**config.mk**
```make
export PLATFORM = sky130hd
export DESIGN_NAME = seg_scan_driver
export DESIGN_NICKNAME = d
export VERILOG_FILES = /design/src/rtl/seg_scan_driver.sv
export SDC_FILE = /design/constraint.sdc
export NUM_CORES = 1
export LEC_CHECK = 0
export ABC_CLOCK_PERIOD_IN_PS = 3550
export BUFFER_PORTS_ARGS = -buffer_cell sky130_fd_sc_hd__buf_2
export CAP_MARGIN = 10
export CORE_AREA = 2 2 111 92
export DETAILED_ROUTE_END_ITERATION = 8
export DIE_AREA = 0 0 113 94
export HOLD_SLACK_MARGIN = 0.03
export PLACE_DENSITY = 0.65
export SETUP_SLACK_MARGIN = 0.2
export SLEW_MARGIN = 20
export SYNTH_ARGS = -nofsm -noshare
export SYNTH_HDL_FRONTEND = slang
export SYNTH_SLANG_ARGS = --single-unit
```
**constraint.sdc**
```tcl
create_clock -name clk -period 3.55 [get_ports clk]
set_input_delay 0 -clock clk [delete_from_list [all_inputs] [get_ports clk]]
set_output_delay 0 -clock clk [all_outputs]
set_load 0.05 [all_outputs]
```
**src/rtl/seg_scan_driver.sv**
```systemverilog
// Time-multiplexed scanner for an active-low hex-to-7-segment decoder.
// Inputs are captured into shadow registers once per frame; each digit slot is SHOW then dark GAP.
module seg_scan_driver #(
    parameter int N_DIG    = 8,
    parameter int SCAN_DIV = 100000,
    parameter int GAP_CYC  = 1000
) (
    input  logic                 clk,
    input  logic                 rst_n,
    input  logic [4*N_DIG-1:0]   data,
    input  logic [N_DIG-1:0]     point_en,
    input  logic [N_DIG-1:0]     blank,
    input  logic                 lz_en,
    output logic [N_DIG-1:0]     an,
    output logic [3:0]           hex,
    output logic                 le,
    output logic                 point,
    output logic                 frame_start
);

    localparam int CW = $clog2(SCAN_DIV);
    localparam int IW = $clog2(N_DIG);
    localparam logic [CW-1:0] SHOW_LAST = CW'(SCAN_DIV - GAP_CYC - 1);
    localparam logic [CW-1:0] GAP_LAST  = CW'(GAP_CYC - 1);
    localparam logic [IW-1:0] IDX_LAST  = IW'(N_DIG - 1);

    typedef enum logic [1:0] {
        ST_LOAD = 2'd0,
        ST_SHOW = 2'd1,
        ST_GAP  = 2'd2
    } state_t;

    state_t               state_q, state_d;
    logic [IW-1:0]        idx_q, idx_d;
    logic [CW-1:0]        cnt_q, cnt_d;
    logic [4*N_DIG-1:0]   data_sh_q, data_sh_d;
    logic [N_DIG-1:0]     point_sh_q, point_sh_d;
    logic [N_DIG-1:0]     blank_sh_q, blank_sh_d;
    logic                 lz_sh_q, lz_sh_d;
    logic [N_DIG-1:0]     an_q, an_d;
    logic [3:0]           hex_q, hex_d;
    logic                 le_q, le_d;
    logic                 point_q, point_d;
    logic                 frame_start_q, frame_start_d;
    logic                 load_s;
    logic                 run_zero_s;
    logic [N_DIG-1:0]     dark_s;
    logic [3:0]           nib_s;

    // Slot sequencing and once-per-frame shadow capture
    always_comb begin
        state_d = state_q;
        idx_d   = idx_q;
        cnt_d   = cnt_q;
        load_s  = 1'b0;
        case (state_q)
            ST_LOAD: begin
                state_d = ST_SHOW;
                idx_d   = {IW{1'b0}};
                cnt_d   = {CW{1'b0}};
                load_s  = 1'b1;
            end
            ST_SHOW: begin
                if (cnt_q == SHOW_LAST) begin
                    state_d = ST_GAP;
                    cnt_d   = {CW{1'b0}};
                end else begin
                    cnt_d = cnt_q + CW'(1);
                end
            end
            ST_GAP: begin
                if (cnt_q == GAP_LAST) begin
                    state_d = ST_SHOW;
                    cnt_d   = {CW{1'b0}};
                    if (idx_q == IDX_LAST) begin
                        idx_d  = {IW{1'b0}};
                        load_s = 1'b1;
                    end else begin
                        idx_d = idx_q + IW'(1);
                    end
                end else begin
                    cnt_d = cnt_q + CW'(1);
                end
            end
            default: begin
                state_d = ST_LOAD;
                idx_d   = {IW{1'b0}};
                cnt_d   = {CW{1'b0}};
            end
        endcase

        if (load_s) begin
            data_sh_d  = data;
            point_sh_d = point_en;
            blank_sh_d = blank;
            lz_sh_d    = lz_en;
        end else begin
            data_sh_d  = data_sh_q;
            point_sh_d = point_sh_q;
            blank_sh_d = blank_sh_q;
            lz_sh_d    = lz_sh_q;
        end
    end

    // Output decode computed from next state so registered outputs line up with the FSM
    always_comb begin
        run_zero_s = 1'b1;
        dark_s     = {N_DIG{1'b0}};
        // A run of zero, point-free digits from the top is dark; digit 0 always stays lit
        for (int i = N_DIG - 1; i >= 0; i--) begin
            run_zero_s = run_zero_s & (data_sh_d[4*i +: 4] == 4'h0) & ~point_sh_d[i];
            dark_s[i]  = blank_sh_d[i] | (lz_sh_d & run_zero_s & (i != 0));
        end
        nib_s = 4'(data_sh_d >> {idx_d, 2'b00});

        an_d          = {N_DIG{1'b1}};
        hex_d         = hex_q;
        le_d          = 1'b1;
        point_d       = 1'b0;
        frame_start_d = 1'b0;
        if (state_d == ST_SHOW) begin
            hex_d         = nib_s;
            frame_start_d = load_s;
            if (dark_s[idx_d]) begin
                an_d    = {N_DIG{1'b1}};
                le_d    = 1'b1;
                point_d = 1'b0;
            end else begin
                an_d    = ~(N_DIG'(1) << idx_d);
                le_d    = 1'b0;
                point_d = point_sh_d[idx_d];
            end
        end else begin
            an_d    = {N_DIG{1'b1}};
            le_d    = 1'b1;
            point_d = 1'b0;
        end
    end

    // State, shadow and output registers with synchronous active-low reset
    always_ff @(posedge clk) begin
        if (!rst_n) begin
            state_q       <= ST_LOAD;
            idx_q         <= {IW{1'b0}};
            cnt_q         <= {CW{1'b0}};
            data_sh_q     <= {(4*N_DIG){1'b0}};
            point_sh_q    <= {N_DIG{1'b0}};
            blank_sh_q    <= {N_DIG{1'b0}};
            lz_sh_q       <= 1'b0;
            an_q          <= {N_DIG{1'b1}};
            hex_q         <= 4'h0;
            le_q          <= 1'b1;
            point_q       <= 1'b0;
            frame_start_q <= 1'b0;
        end else begin
            state_q       <= state_d;
            idx_q         <= idx_d;
            cnt_q         <= cnt_d;
            data_sh_q     <= data_sh_d;
            point_sh_q    <= point_sh_d;
            blank_sh_q    <= blank_sh_d;
            lz_sh_q       <= lz_sh_d;
            an_q          <= an_d;
            hex_q         <= hex_d;
            le_q          <= le_d;
            point_q       <= point_d;
            frame_start_q <= frame_start_d;
        end
    end

    assign an          = an_q;
    assign hex         = hex_q;
    assign le          = le_q;
    assign point       = point_q;
    assign frame_start = frame_start_q;

endmodule

```
==> impl_results.md <==
* Fin crit share at 0.877
* P_int at 1.81 mW
* M1 GR Usage at 0.343
* Vias in the first global route at between 3000 and 4000
* Clock buffer depth at 2
* Worst-margin pin slew at 0.558 ns
* First-pass GRT wire length at roughly 19000 µm
* RSZ-0062 raised after global routing: no
* Switch share at 0.252
* Initial Util at 0.452
* Die X at 113 µm
* Seq cells post-synth at 86
* Area leader, netlist: dfxtp_1
* Initial antenna violation count at 0
* Top Ports at 66
* Post-synth top area share at 0.403
* Syn_nets at 559
* Estimated wirelength of the detail-placed design at 8440 µm
* Via-to-Cell Ratio at 5.52
* CP Capture Type: flop
* Initial DRC Count at 302
* H-Tree Depth at 3
* Die extent in y at ~94 µm
* Worst-path fanout max at 8
* P&R area growth vs syn at 29.6%
* Nets at 666
* Remaining routing DRC violations at 6
* Port Buffer Count at 65
* Pwr Total at 2.42 mW
* Drt first pass iters at 6
* Placeable Area at about 9400 µm²
* Worst setup SP type: flop
* Slack of the critical path at 0.438 ns
* Met2 Resource Use GR at 0.354
* Outcome: complete, but fails checks
* Gate count of the mapped netlist at 501
* List of most frequent post-synthesis cells: 86 x dfxtp_1, 77 x nand2_1, 36 x mux2i_1
* Top-count cell post-synth: dfxtp_1
* GRT Residual Overflow at 0
* Synth area leaders: dfxtp_1 40%, mux2i_1 8.4%, nand2_1 6.8%
* Reg power frac at 0.430
* Syn Area/Cell at 8.53 µm²
* CP max-delay cell: or4b_4
* Leak Pwr at ~2.3 nW
* Largest net degree at the start of global routing at 52
* Max stage delay on crit path at 0.56 ns
* Relative max-transition margin at 0.628
* Post-synthesis cell type count at 57
* Worst path cell trace: or4b_4 > or2_0 > o211a_1 > o21ai_2 > o41ai_1 > or4_4 > a211oi_4 > nand3_1
* Per-cell routed wire length at 16.6 µm
* Number of enable flip-flop cells after synthesis at 0
* Vias after detailed routing at 4041
* Final max-slew violation count at 0
* Register area share after synthesis at 0.403
* Clk network pwr share at 0.425
* Clk root buf: clkbuf_16
* Gr usage total at 0.235
* Final critical-path required period at 3.11 ns
* Power share of the combinational group at 0.144
* Dpl ws at between 0.3 and 0.4 ns
* Clk_lat worst skew at roughly 0.34 ns
* Failing checks: design-rule violations
* Finish-stage setup viols at 0
* Net Sw Power at between 0.6 and 0.7 mW
* Global routing met3 resource utilization at 0.0400
* Die area at 10600 µm²
* Syn Std Cell Area at around 4300 µm²
* Setup CP Type: flop to flop
* Global routing's busiest layer: met2
* TritonCTS clock tree: yes
* Max_cap viols at 0
* Site Rows at 32
* Most common flop cell mapped by yosys: dfxtp_1
* Total Wirelength at 12200 µm
* WP data required at 3.75 ns
* Data arrival, critical path at 3.31 ns
* Share of cells above drive strength 1 at 0.183
* Syn. warnings at 0
* Power Dens Cells at 436 nW/µm²
* Post-synth ARST share at 0
* RD Place Congestion at approximately 0.88
* Final hold violation count at 0
* Max Freq at 321 MHz
* Skew final at roughly 0.0085 ns
* Diodes inserted at 0
* Reg clk slew, reported paths at 0.06 ns
* Setup TNS at 0 ns
* Post-DRT Antenna Nets at 0
* Total setup buffers inserted after CTS at 0
* Clk sinks at 86
* CTS Buf Count at 9
* Worst vdd ir at 0.307 mV
* Tightest Hold Check Type: flop to flop
-- per-stage QoR --
| stage | utilization | instance area, µm² | hold WS [ns] | cells |
|---|---|---|---|---|
| after floorplan | - | 4280 | 0.147 | 501 |
| after global placement | 0.499 | 4720 | 0.269 | 666 |
| after detailed placement | 0.499 | 4720 | 0.272 | 666 |
| after CTS | 0.586 | 5540 | 0.443 | 732 |
| after global routing | 0.586 | 5540 | 0.466 | 732 |
| final | 0.586 | 5540 | 0.442 | 732 |
-- placed cells by master (no fill, tap or decap), types with 2 or more instances in the layout --
| cell | n |
|---|---|
| o21ai_0 | 4 |
| o221ai_1 | 10 |
| dlygate4sd3_1 | 50 |
| nor4_1 | 4 |
| nand3b_1 | 2 |
| o21ai_2 | 3 |
| a211oi_1 | 2 |
| nor2b_1 | 25 |
| o211a_1 | 3 |
| nor3_1 | 14 |
| buf_2 | 65 |
| or4_1 | 10 |
| inv_1 | 4 |
| a31oi_1 | 3 |
| mux2i_1 | 36 |
| clkbuf_16 | 9 |
| xnor2_1 | 4 |
| nand3_1 | 23 |
| nand4_1 | 2 |
| bufinv_16 | 2 |
| or2_2 | 10 |
| nor2_1 | 34 |
| a21o_1 | 2 |
| o21ai_1 | 2 |
| buf_4 | 8 |
| xor2_1 | 11 |
| a21boi_0 | 27 |
| a21oi_1 | 32 |
| and2_1 | 2 |
| o31ai_1 | 5 |
| dfxtp_1 | 86 |
| and3_1 | 6 |
| ha_1 | 7 |
| nand2_1 | 77 |
-- layout make-up --
cell class / count / area [µm²]
clock buffers: 11 / 243
clock inverters: 5 / 81.3
fillers: 838 / 3910
inverters: 4 / 15.0
multi-input cells: 384 / 2450
flip-flops and latches: 86 / 1720
well taps: 119 / 149
repair buffers: 123 / 886
-- critical path: cells and delay by family, from the launching register on --
family	cells	cell delay (ns)
compound gates	4	1.10
flops	1	0.37
simple gates	4	1.49
-- sequential cells by signal (all words and copies together) (netlist names) --
signal,cells
cnt_q,17
point_sh_q,8
lz_sh_q,1
le,1
point,1
data_sh_q,32
state_q,2
frame_start,1
hex,4
idx_q,3
blank_sh_q,8
an,8
-- per-layer routing --
| layer | vias up | share of wire |
|---|---|---|
| li1 | 1994 | - |
| met1 | 1905 | 0.50 |
| met2 | 124 | 0.43 |
| met3 | 18 | 0.054 |
| met4 | 0 | 0.014 |
| met5 | - | 0 |
-- timing repair --
item,4_1_cts,5_1_grt
hold endpoints to repair,51,0
hold buffers,50,0
gates resized for setup,0,1
endpoints found under the setup margin,0,6
-- cell families (layout without fill, tap and decap cells) --
group | Yosys count | in the layout | synth area share
mux | 37 | 37 | 0.0869
compound gates | 105 | 105 | 0.174
fa+ha+maj | 7 | 7 | 0.0205
buf+inv | 31 | 143 | 0.0298
flops | 86 | 86 | 0.403
simple gates | 220 | 220 | 0.255
xor+xnor | 15 | 15 | 0.0307
-- power by group through the flow --
stage	Combinational [mW]	Sequential [mW]	Clock (mW)
after floorplan	0.175	1.08	0
after global placement	0.294	1.06	0
after detailed placement	0.298	1.06	0
after CTS	0.342	1.04	1.04
after global routing	0.379	1.04	1.08
final	0.349	1.04	1.03
-- path summary, 6_finish.rpt --
path	startpoint	endpoint	slack (ns)	cells after the start
setup / recovery	cnt_q[4]	an[1]	0.44	8
hold / removal	cnt_q[0]	cnt_q[0]	0.44	1
setup reg to reg	cnt_q[4]	an[1]	0.44	8
hold reg to reg	cnt_q[0]	cnt_q[0]	0.44	1
(Power assumes the default switching activity.)
